[config.mk]
export PLATFORM = sky130hd
export DESIGN_NAME = mem_bus_arbiter
export DESIGN_NICKNAME = d
export VERILOG_FILES = /design/src/rtl/bus_pkg.sv /design/src/rtl/rr_arbiter.sv /design/src/rtl/mem_bus_arbiter.sv
export SDC_FILE = /design/constraint.sdc
export NUM_CORES = 1
export LEC_CHECK = 0
export BUFFER_PORTS_ARGS = -buffer_cell sky130_fd_sc_hd__buf_2
export CAP_MARGIN = 10
export CORE_ASPECT_RATIO = 1.2
export CORE_MARGIN = 2
export CORE_UTILIZATION = 47
export DETAILED_ROUTE_END_ITERATION = 12
export PLACE_DENSITY = 0.81
export SYNTH_ARGS = -nofsm -noshare
export SYNTH_HDL_FRONTEND = slang
export SYNTH_HIERARCHICAL = 1
export SYNTH_SLANG_ARGS = --single-unit
[constraint.sdc]
create_clock -name clk -period 3.15 [get_ports clk]
set_input_delay 0.945 -clock clk [delete_from_list [all_inputs] [get_ports clk]]
set_output_delay 0.945 -clock clk [all_outputs]
set_load 0.05 [all_outputs]
[src/rtl/bus_pkg.sv]
// bus_pkg: shared types for the shared-memory bus controller.
//   - state_t    : controller FSM states (IDLE / ACCESS / DONE)
//   - BUS_ADDR_W : default memory tag width
//   - BUS_DATA_W : default data word width
//   - cmd_t      : latched command {we, tag, wdata}
//   - idx_width  : bits needed to index n items (at least 1)
package bus_pkg;

   localparam int BUS_ADDR_W = 3;
   localparam int BUS_DATA_W = 16;

   typedef enum logic [1:0] {
      IDLE   = 2'd0,
      ACCESS = 2'd1,
      DONE   = 2'd2
   } state_t;

   // Field widths follow the package defaults; a top that overrides
   // ADDR_W/DATA_W must be paired with matching package widths.
   typedef struct packed {
      logic                  we;
      logic [BUS_ADDR_W-1:0] tag;
      logic [BUS_DATA_W-1:0] wdata;
   } cmd_t;

   function automatic int idx_width(input int n);
      return (n > 1) ? $clog2(n) : 1;
   endfunction

endpackage

[src/rtl/rr_arbiter.sv]
// rr_arbiter: combinational round-robin pick.
//   req        in  N_REQ  request vector
//   last_grant in  IDX_W  index of the most recent winner
//   winner     out N_REQ  one-hot winner (all zero when req is zero)
// The search starts at last_grant+1 and wraps, so the previous winner
// has the lowest priority.
module rr_arbiter
   import bus_pkg::*;
#(
   parameter  int N_REQ = 3,
   localparam int IDX_W = idx_width(N_REQ)
) (
   input  logic [N_REQ-1:0] req,
   input  logic [IDX_W-1:0] last_grant,
   output logic [N_REQ-1:0] winner
);

   logic             found;
   logic [IDX_W-1:0] pos;

   always_comb begin
      winner = '0;
      found  = 1'b0;
      pos    = '0;
      for (int k = 1; k <= N_REQ; k++) begin
         pos = IDX_W'((int'(last_grant) + k) % N_REQ);
         if (!found && req[pos]) begin
            winner[pos] = 1'b1;
            found       = 1'b1;
         end
      end
   end

endmodule

[src/rtl/mem_bus_arbiter.sv]
// mem_bus_arbiter: round-robin controller for a single shared memory.
//   clk, reset   : clock and asynchronous active-high reset
//   req/we       : per-requester request and write-back(1)/read(0) select
//   tag/wdata    : per-requester tag and write data, requester i at
//                  [i*W +: W]
//   gnt          : registered one-hot grant, held through ACCESS and DONE
//   done         : one-cycle completion pulse
//   rdata        : last read result, held until the next read completes
//   mem_*        : memory pins; enables are only high during ACCESS
//   mem_data_out : memory read data, sampled on the last ACCESS cycle
module mem_bus_arbiter
   import bus_pkg::*;
#(
   parameter int N_REQ   = 3,
   parameter int ADDR_W  = BUS_ADDR_W,
   parameter int DATA_W  = BUS_DATA_W,
   parameter int MEM_LAT = 2
) (
   input  logic                     clk,
   input  logic                     reset,
   input  logic [N_REQ-1:0]         req,
   input  logic [N_REQ-1:0]         we,
   input  logic [N_REQ*ADDR_W-1:0]  tag,
   input  logic [N_REQ*DATA_W-1:0]  wdata,
   output logic [N_REQ-1:0]         gnt,
   output logic                     done,
   output logic [DATA_W-1:0]        rdata,
   output logic                     mem_enable,
   output logic                     mem_w_enable,
   output logic [ADDR_W-1:0]        mem_tag,
   output logic [DATA_W-1:0]        mem_data_in,
   input  logic [DATA_W-1:0]        mem_data_out
);

   localparam int IDX_W = idx_width(N_REQ);
   localparam int CNT_W = idx_width(MEM_LAT);
   localparam logic [CNT_W-1:0] CNT_LOAD = CNT_W'(MEM_LAT - 1);

   state_t             state, state_nx;
   logic [IDX_W-1:0]   last_grant;
   logic [N_REQ-1:0]   winner;
   logic [IDX_W-1:0]   win_idx;
   logic [CNT_W-1:0]   cnt, cnt_nx;
   cmd_t               cmd, cmd_nx;
   logic [N_REQ-1:0]   gnt_nx;
   logic               done_nx, men_nx, mwen_nx;
   logic               grant_now, cap_rd, lg_upd;
   logic [ADDR_W-1:0]  tag_arr   [N_REQ];
   logic [DATA_W-1:0]  wdata_arr [N_REQ];

   function automatic logic [IDX_W-1:0] oh_to_idx(input logic [N_REQ-1:0] oh);
      oh_to_idx = '0;
      for (int k = 0; k < N_REQ; k++) begin
         if (oh[k]) oh_to_idx = IDX_W'(k);
      end
   endfunction

   for (genvar g = 0; g < N_REQ; g++) begin : g_unpack
      assign tag_arr[g]   = tag[g*ADDR_W +: ADDR_W];
      assign wdata_arr[g] = wdata[g*DATA_W +: DATA_W];
   end

   rr_arbiter #(.N_REQ(N_REQ)) u_rr_arbiter (
      .req        (req),
      .last_grant (last_grant),
      .winner     (winner)
   );

   assign win_idx = oh_to_idx(winner);

   // State and output registers; every output pin comes from here.
   always_ff @(posedge clk or posedge reset) begin
      if (reset) begin
         state        <= IDLE;
         last_grant   <= IDX_W'(N_REQ - 1);
         cnt          <= '0;
         cmd          <= '0;
         gnt          <= '0;
         done         <= 1'b0;
         mem_enable   <= 1'b0;
         mem_w_enable <= 1'b0;
         rdata        <= '0;
      end else begin
         state        <= state_nx;
         cnt          <= cnt_nx;
         cmd          <= cmd_nx;
         gnt          <= gnt_nx;
         done         <= done_nx;
         mem_enable   <= men_nx;
         mem_w_enable <= mwen_nx;
         if (lg_upd) last_grant <= oh_to_idx(gnt);
         if (cap_rd) rdata      <= mem_data_out;
      end
   end

   always_comb begin
      state_nx = state;
      case (state)
         IDLE:    if (|req)      state_nx = ACCESS;
         ACCESS:  if (cnt == '0) state_nx = DONE;
         DONE:                   state_nx = IDLE;
         default:                state_nx = IDLE;
      endcase
   end

   // Next values for the registered outputs. The write enable is derived
   // from the command being latched so it is stable for the whole window.
   always_comb begin
      grant_now = (state == IDLE) && (state_nx == ACCESS);
      cmd_nx    = cmd;
      cnt_nx    = cnt;
      gnt_nx    = gnt;
      if (grant_now) begin
         cmd_nx.we    = we[win_idx];
         cmd_nx.tag   = tag_arr[win_idx];
         cmd_nx.wdata = wdata_arr[win_idx];
         cnt_nx       = CNT_LOAD;
         gnt_nx       = winner;
      end else if ((state == ACCESS) && (cnt != '0)) begin
         cnt_nx = cnt - 1'b1;
      end
      if (state_nx == IDLE) gnt_nx = '0;
      done_nx = (state_nx == DONE);
      men_nx  = (state_nx == ACCESS);
      mwen_nx = men_nx && cmd_nx.we;
      cap_rd  = (state == ACCESS) && (cnt == '0) && !cmd.we;
      lg_upd  = (state == DONE);
   end

   assign mem_tag     = cmd.tag;
   assign mem_data_in = cmd.wdata;

endmodule
==> results of run 1 <==
-- cells by family (layout without fill, tap and decap cells) --
kind of cell / count (synthesis) / after routing / share of synthesized area [%]
and+or+nand+nor: 30 / 30 / 6.458
buffers and inverters: 37 / 138 / 9.590
AOI/OAI and AO/OA: 54 / 54 / 11.76
DFF: 47 / 47 / 45.35
muxes: 60 / 60 / 24.92
adders and majority gates: 4 / 4 / 1.928
-- registers in the layout, indices dropped and copies added, names as in the netlist --
signal	flops
mem_data_in	16
rdata	16
gnt	3
mem_tag	3
last_grant	2
state	2
cmd	1
cnt	1
done	1
mem_enable	1
mem_w_enable	1
-- worst max path at each step --
| stage | startpoint | end | slack, ns | depth (start not counted) |
|---|---|---|---|---|
| floorplan | req[2] | mem_data_in[15]$_DFFE_PP0P_ | 0.83 | 8 |
| detailed placement | req[2] | cmd[19]$_DFF_PP0_ | 0.45 | 9 |
| global placement | req[2] | mem_w_enable$_DFF_PP0_ | 0.48 | 9 |
| global route | last_grant[0]$_DFFE_PP0N_ | mem_tag[0]$_DFFE_PP0P_ | 0.30 | 9 |
| CTS | last_grant[0]$_DFFE_PP0N_ | cmd[19]$_DFF_PP0_ | 0.55 | 10 |
| finish | last_grant[0]$_DFFE_PP0N_ | mem_data_in[11]$_DFFE_PP0P_ | 0.53 | 10 |
-- worst max-delay path: stages, from the launching register on --
cell and delay (ns):
dfrtp_1 0.39, inv_1 0.08, ha_1 0.46, mux2i_1 0.28
nand2_1 0.08, a21oi_1 0.14, o21a_1 0.15, buf_4 0.30
mux2_2 0.38, mux2i_1 0.17, o21ai_1 0.08
-- where the power goes --
part           internal, mW  switching, mW  leakage (nW)
Combinational         0.780           1.63          1.03
Clock                 0.159          0.208        0.0408
Sequential            0.907          0.160         0.572
Total                  1.85           2.00          1.64
-- area by class of cell --
type | count | area (sq um) | share of cell area [%]
inverters | 6 | 22.52 | 0.7098
multi-input cells | 148 | 1175 | 37.03
flip-flops and latches | 47 | 1177 | 37.11
clock inverters | 3 | 23.77 | 0.7492
repair buffers | 124 | 628.1 | 19.79
clock buffers | 5 | 68.82 | 2.169
well taps | 62 | 77.57 | 2.445
-- layout by cell type (no fill, tap or decap), types with 4 or more instances in the layout --
master,instances
mux2i_1,23
clkbuf_8,5
o21ai_0,25
ha_1,4
nand2_1,13
nor2b_1,5
inv_1,5
mux2_2,37
buf_2,121
o21ai_1,18
dfrtp_1,46
-- routing by layer --
layer	share of wire [%]	vias to the layer above	wire, um
met5	0	-	0
met3	8.2	8	467
met1	40	944	2252
met2	51	93	2871
met4	1.3	0	76
li1	-	997	-
-- cell usage after synthesis --
library cell,number
nand3b_1,1
mux2i_1,23
nand2_1,13
dfrtp_1,46
o21ai_0,25
buf_6,4
a2111o_1,1
a21oi_1,2
o22ai_1,2
a32oi_1,1
mux2_2,37
or2_1,1
and2b_1,1
o211ai_1,1
clkbuf_2,1
nand3_1,1
a22o_1,2
nand2b_4,1
or2_4,1
buf_2,3
nor2b_1,5
o21a_1,1
inv_1,6
nand2b_1,1
nor3_1,1
nor3_4,1
o2bb2ai_2,1
ha_1,4
clkbuf_1,3
o21ai_1,18
buf_4,20
dfstp_2,1
nor2_1,3
-- metrics by stage --
step | cells | hold slack, ns | setup WS, ns | util, % | total power, mW
floorplan | 232 | 0.4756 | 0.8308 | - | 3.220
global placement | 387 | 0.4861 | 0.4825 | 58.15 | 3.446
detailed placement | 387 | 0.4899 | 0.4511 | 58.15 | 3.507
CTS | 395 | 0.5123 | 0.5512 | 59.90 | 3.889
global route | 395 | 0.5309 | 0.3019 | 59.90 | 4.111
finish | 395 | 0.5073 | 0.5295 | 59.90 | 3.848
==> flow_summary.json, run 1 <==
{
  "synthTopCellsByArea": "dfrtp_1 44%, mux2_2 16%, mux2i_1 8.9%, buf_4 5.8%, o21ai_0 4.8%",
  "cts_num_sinks": 47,
  "synth_nets": 317,
  "yosysTopAreaCell": "dfrtp_1",
  "ys_warn_count": 6,
  "drt-vias-per-instance": 5.170,
  "root_buffer": "clkbuf_8",
  "grt-ovfl-total": 0,
  "r2r_start": "last_grant[0]$_DFFE_PP0N_",
  "reg2reg_depth": 10,
  "avgRoutedWirePerCell_um": 14.35,
  "syn-cell-area_sq_mm": 0.002596,
  "drtAntennaViolNets": 0,
  "worstSkewPairLatency_ns": 0.30,
  "drive_above_1_share_pct": 52.85,
  "fillCellCount": 440,
  "cp_max_fo": 21,
  "num_antenna_cells": 0,
  "avgSynthCellArea_sq_um": 11.19,
  "grt-busiest-layer": "met2",
  "initial_utilization_pct": 49.01,
  "hold_class": "flop to flop",
  "p_leak_nw": 1.643,
  "drc_errors": 0,
  "place_congestion": 0.7308,
  "grt.total_usage_pct": 18.80,
  "cts_tree": "built",
  "worst-r2r-setup-slack_ns": 0.53,
  "critical_path_arrival_ns": 2.80,
  "core_area_sq_mm": 0.005298,
  "area_growth_pct": 22.22,
  "slew_violations": 0,
  "met1_usage_pct": 23.06,
  "endpoint_kind": "flop",
  "drt_first_pass_iters": 4,
  "power.density_mw_per_mm2": 1213,
  "path_class": "flop to flop",
  "synthCells": 232,
  "post-route-cell-area_sq_mm": 0.003173,
  "clockBufferDepth": 2,
  "chipWidth_um": 71.85,
  "ys_ff_latch": 47,
  "synth_top_area_share_pct": 44.34,
  "timing.setup.tns_ns": 0,
  "vias": 2042,
  "worstMarginPinSlew_ns": 0.9498,
  "rsz0062_at_grt": "false",
  "hold_buffers": 0,
  "io_buffers": 121,
  "fin_crit_sh_pct": 83.19,
  "worstPathRequired_ns": 3.33,
  "min_from": "rdata[1]$_DFFE_PP0P_",
  "rr_endpoint": "mem_data_in[11]$_DFFE_PP0P_",
  "cts.clk_slew.worst_paths_ns": 0.09,
  "cts_setup_buffers": 0,
  "grt_pass1_vias": 2059,
  "cts_buffers": 5,
  "antenna_found_initial": 0,
  "grt_pass1_wl_um": 9315,
  "hold_viol": 0,
  "relSlewSlack_pct": 36.59,
  "cts-resized-gates": 0,
  "min_to": "rdata[1]$_DFFE_PP0P_",
  "whs_path_depth": 1,
  "drt_iter0_drc": 66,
  "fin_worst_skew_ns": 0.004723,
  "hpwl_um": 4153,
  "synth.yosys.seq_area_share_pct": 45.35,
  "num_rows": 29,
  "cts_max_level": 2,
  "wl_um": 5668,
  "dpl_cell_area_sq_mm": 0.003080,
  "max_freq_mhz": 381.6,
  "use_met3_pct": 4.869,
  "cap_viol_max_count": 0,
  "grt_max_degree": 48,
  "ios": 122,
  "ys_types": 33,
  "grtUsageMet2_pct": 32.49,
  "status": "finished, final reports clean",
  "layout.nets": 417,
  "post-route-min-period_ns": 2.620,
  "irDropWorstVdd_uv": 712.7,
  "cp-start-kind": "flop",
  "setup_viol": 0,
  "dieArea_sq_mm": 0.006137,
  "die_h_um": 85.42
}
Note: power is estimated with default switching activity, not from simulation.
==> inputs of run 2 (changes only) <==
--- a/config.mk
+++ b/config.mk
@@ -9,9 +9,9 @@
 export CAP_MARGIN = 10
 export CORE_ASPECT_RATIO = 1.2
 export CORE_MARGIN = 2
-export CORE_UTILIZATION = 47
+export CORE_UTILIZATION = 42
 export DETAILED_ROUTE_END_ITERATION = 12
-export PLACE_DENSITY = 0.81
+export PLACE_DENSITY = 0.76
 export SYNTH_ARGS = -nofsm -noshare
 export SYNTH_HDL_FRONTEND = slang
 export SYNTH_HIERARCHICAL = 1
==> constraint.sdc (replaced) <==
create_clock -name clk -period 2.4 [get_ports clk]
set_input_delay 0.72 -clock clk [delete_from_list [all_inputs] [get_ports clk]]
set_output_delay 0.72 -clock clk [all_outputs]
set_load 0.05 [all_outputs]
==> flow_summary.json, run 2 (synthesis results as in run 1) <==
{
  "status": "finished, final reports clean",
  "post-route-cell-area_sq_mm": 0.003448,
  "dpl_cell_area_sq_mm": 0.003171,
  "worstMarginPinSlew_ns": 0.7529,
  "p_leak_nw": 1.755,
  "root_buffer": "clkbuf_8",
  "wl_um": 6291,
  "postLayoutCoreUtil_pct": 57.36,
  "hold_class": "input pin to asynchronous set/reset pin",
  "clockBufferDepth": 2,
  "relSlewSlack_pct": 49.81,
  "area_growth_pct": 32.82,
  "slew_violations": 0,
  "grt.total_usage_pct": 18.18,
  "wl_met1_um": 2505,
  "path_class": "flop to flop",
  "max_freq_mhz": 422.6,
  "grt_pass1_wl_um": 9646,
  "layout.nets": 427,
  "seqPwrFrac_pct": 24.9,
  "drc_errors": 0,
  "routed.top_layer": "met4",
  "multi_input_area_sq_mm": 0.001250,
  "grt_max_degree": 24,
  "finalPower_mw": 5.649,
  "final_common_cell": "buf_2",
  "reg2reg_depth": 9,
  "drt_first_pass_iters": 4,
  "worstPathRequired_ns": 2.58,
  "rsz0062_at_grt": "true",
  "cap_viol_max_count": 0,
  "cts_buffers": 5,
  "timing.setup.tns_ns": 0,
  "critical_path_arrival_ns": 2.55,
  "drt_iter0_drc": 104,
  "initial_utilization_pct": 43.18,
  "cts_num_sinks": 47,
  "cts_max_level": 2,
  "place_congestion": 0.7997,
  "core_area_sq_mm": 0.006012,
  "switching_share_pct": 48.88,
  "dieArea_sq_mm": 0.006829,
  "drt-vias-per-instance": 5.080,
  "intPower_mw": 2.887,
  "setup_viol": 0,
  "regArea_sq_mm": 0.001177,
  "worstSkewPairLatency_ns": 0.30,
  "cp-start-kind": "flop",
  "wl_met3_um": 453,
  "pwr-share-clk_pct": 12.3,
  "drive_above_1_share_pct": 56.56,
  "pre_cts_ws_ns": -0.002466,
  "hold_buffers": 0,
  "io_buffers": 121,
  "cp_max_fo": 7,
  "final_cell_mix": "121 x buf_2, 46 x dfrtp_1, 34 x mux2_2, 22 x o21ai_1, 22 x mux2i_1",
  "pwr-share-comb_pct": 62.8,
  "chipWidth_um": 75.77,
  "die_h_um": 90.13,
  "p_sw_mw": 2.761,
  "num_rows": 31,
  "post-route-min-period_ns": 2.366,
  "irDropWorstVdd_uv": 1120,
  "grt_pass1_vias": 2155,
  "avgRoutedWirePerCell_um": 14.80,
  "num_antenna_cells": 0,
  "grt-ovfl-total": 0,
  "fin_worst_skew_ns": 0.006041,
  "fin_ws_ns": 0.03365,
  "wl_met2_um": 3248,
  "drtAntennaViolNets": 0,
  "cts.clk_slew.worst_paths_ns": 0.09,
  "cts_tree": "built",
  "antenna_found_initial": 0,
  "ios": 122,
  "fin_crit_sh_pct": 98.60,
  "hpwl_um": 4452,
  "endpoint_kind": "flop",
  "hold_viol": 0,
  "power.density_mw_per_mm2": 1638,
  "fillCellCount": 515,
  "vias": 2159
}
## run 2: cell count changes in the layout (fill, tap and decap cells not counted), sizes merged
cell / previous run / this run
buf: 124 / 133
bufinv: 0 / 2
clkbuf: 5 / 6
clkinvlp: 2 / 1
inv: 7 / 6
## run 2: area by class of cell
| class | count | area share (%) |
|---|---|---|
| flip-flops and latches | 47 | 34.14 |
| clock buffers | 5 | 1.996 |
| repair buffers | 134 | 21.95 |
| clock inverters | 3 | 1.959 |
| multi-input cells | 148 | 36.25 |
| well taps | 82 | 2.975 |
| inverters | 6 | 0.7257 |
## run 2: path summary, 6_finish.rpt
| kind | slack (ns) | startpoint | endpoint |
|---|---|---|---|
| max reg2reg | 0.03 | last_grant[1]$_DFFE_PP1N_ | mem_data_in[4]$_DFFE_PP0P_ |
| min in group clk | 0.51 | rdata[14]$_DFFE_PP0P_ | rdata[14]$_DFFE_PP0P_ |
| max | 0.03 | last_grant[1]$_DFFE_PP1N_ | mem_data_in[4]$_DFFE_PP0P_ |
| max in group asynchronous | 1.49 | reset | mem_data_in[8]$_DFFE_PP0P_ |
| min | 0.36 | reset | mem_data_in[2]$_DFFE_PP0P_ |
| min reg2reg | 0.51 | rdata[14]$_DFFE_PP0P_ | rdata[14]$_DFFE_PP0P_ |
## run 2: layer usage
layer  GRT usage [%]  vias up
met3           5.157        8
met1           20.13     1036
li1                -     1017
met2           32.54       98
met4           5.117        0
met5               0        -
## run 2: worst max-delay path, cell delays in order, from the launching register on
cell and delay (ns):
dfstp_2 0.61, ha_4 0.24, mux2i_1 0.20, nand2_1 0.10, a21oi_2 0.16, o21a_4 0.20
clkbuf_16 0.16, mux2_2 0.33, mux2i_1 0.16, o21ai_1 0.08
## run 2: per-stage QoR
step | cells | hold slack, ns
final | 425 | 0.3632
after global routing | 425 | 0.3702
after CTS | 424 | 0.3627
after detailed placement | 414 | 0.4899
after global placement | 414 | 0.4866
after floorplan | 232 | 0.4756
## run 2: power by group through the flow
| stage | clock network, mW | logic [mW] | registers (mW) |
|---|---|---|---|
| finish | 0.694 | 3.55 | 1.41 |
| detailed placement | 0 | 3.30 | 1.42 |
| global placement | 0 | 3.23 | 1.40 |
| CTS | 0.713 | 3.42 | 1.41 |
| floorplan | 0 | 2.22 | 2.00 |
| global route | 0.748 | 3.79 | 1.47 |
## run 2: timing repair
action / in CTS / in global routing
gates cloned: 1 / 1
buffers inserted: 1 / 0
setup endpoints to repair: 3 / 21
pin swaps: 2 / 8
gates resized for setup: 8 / 15
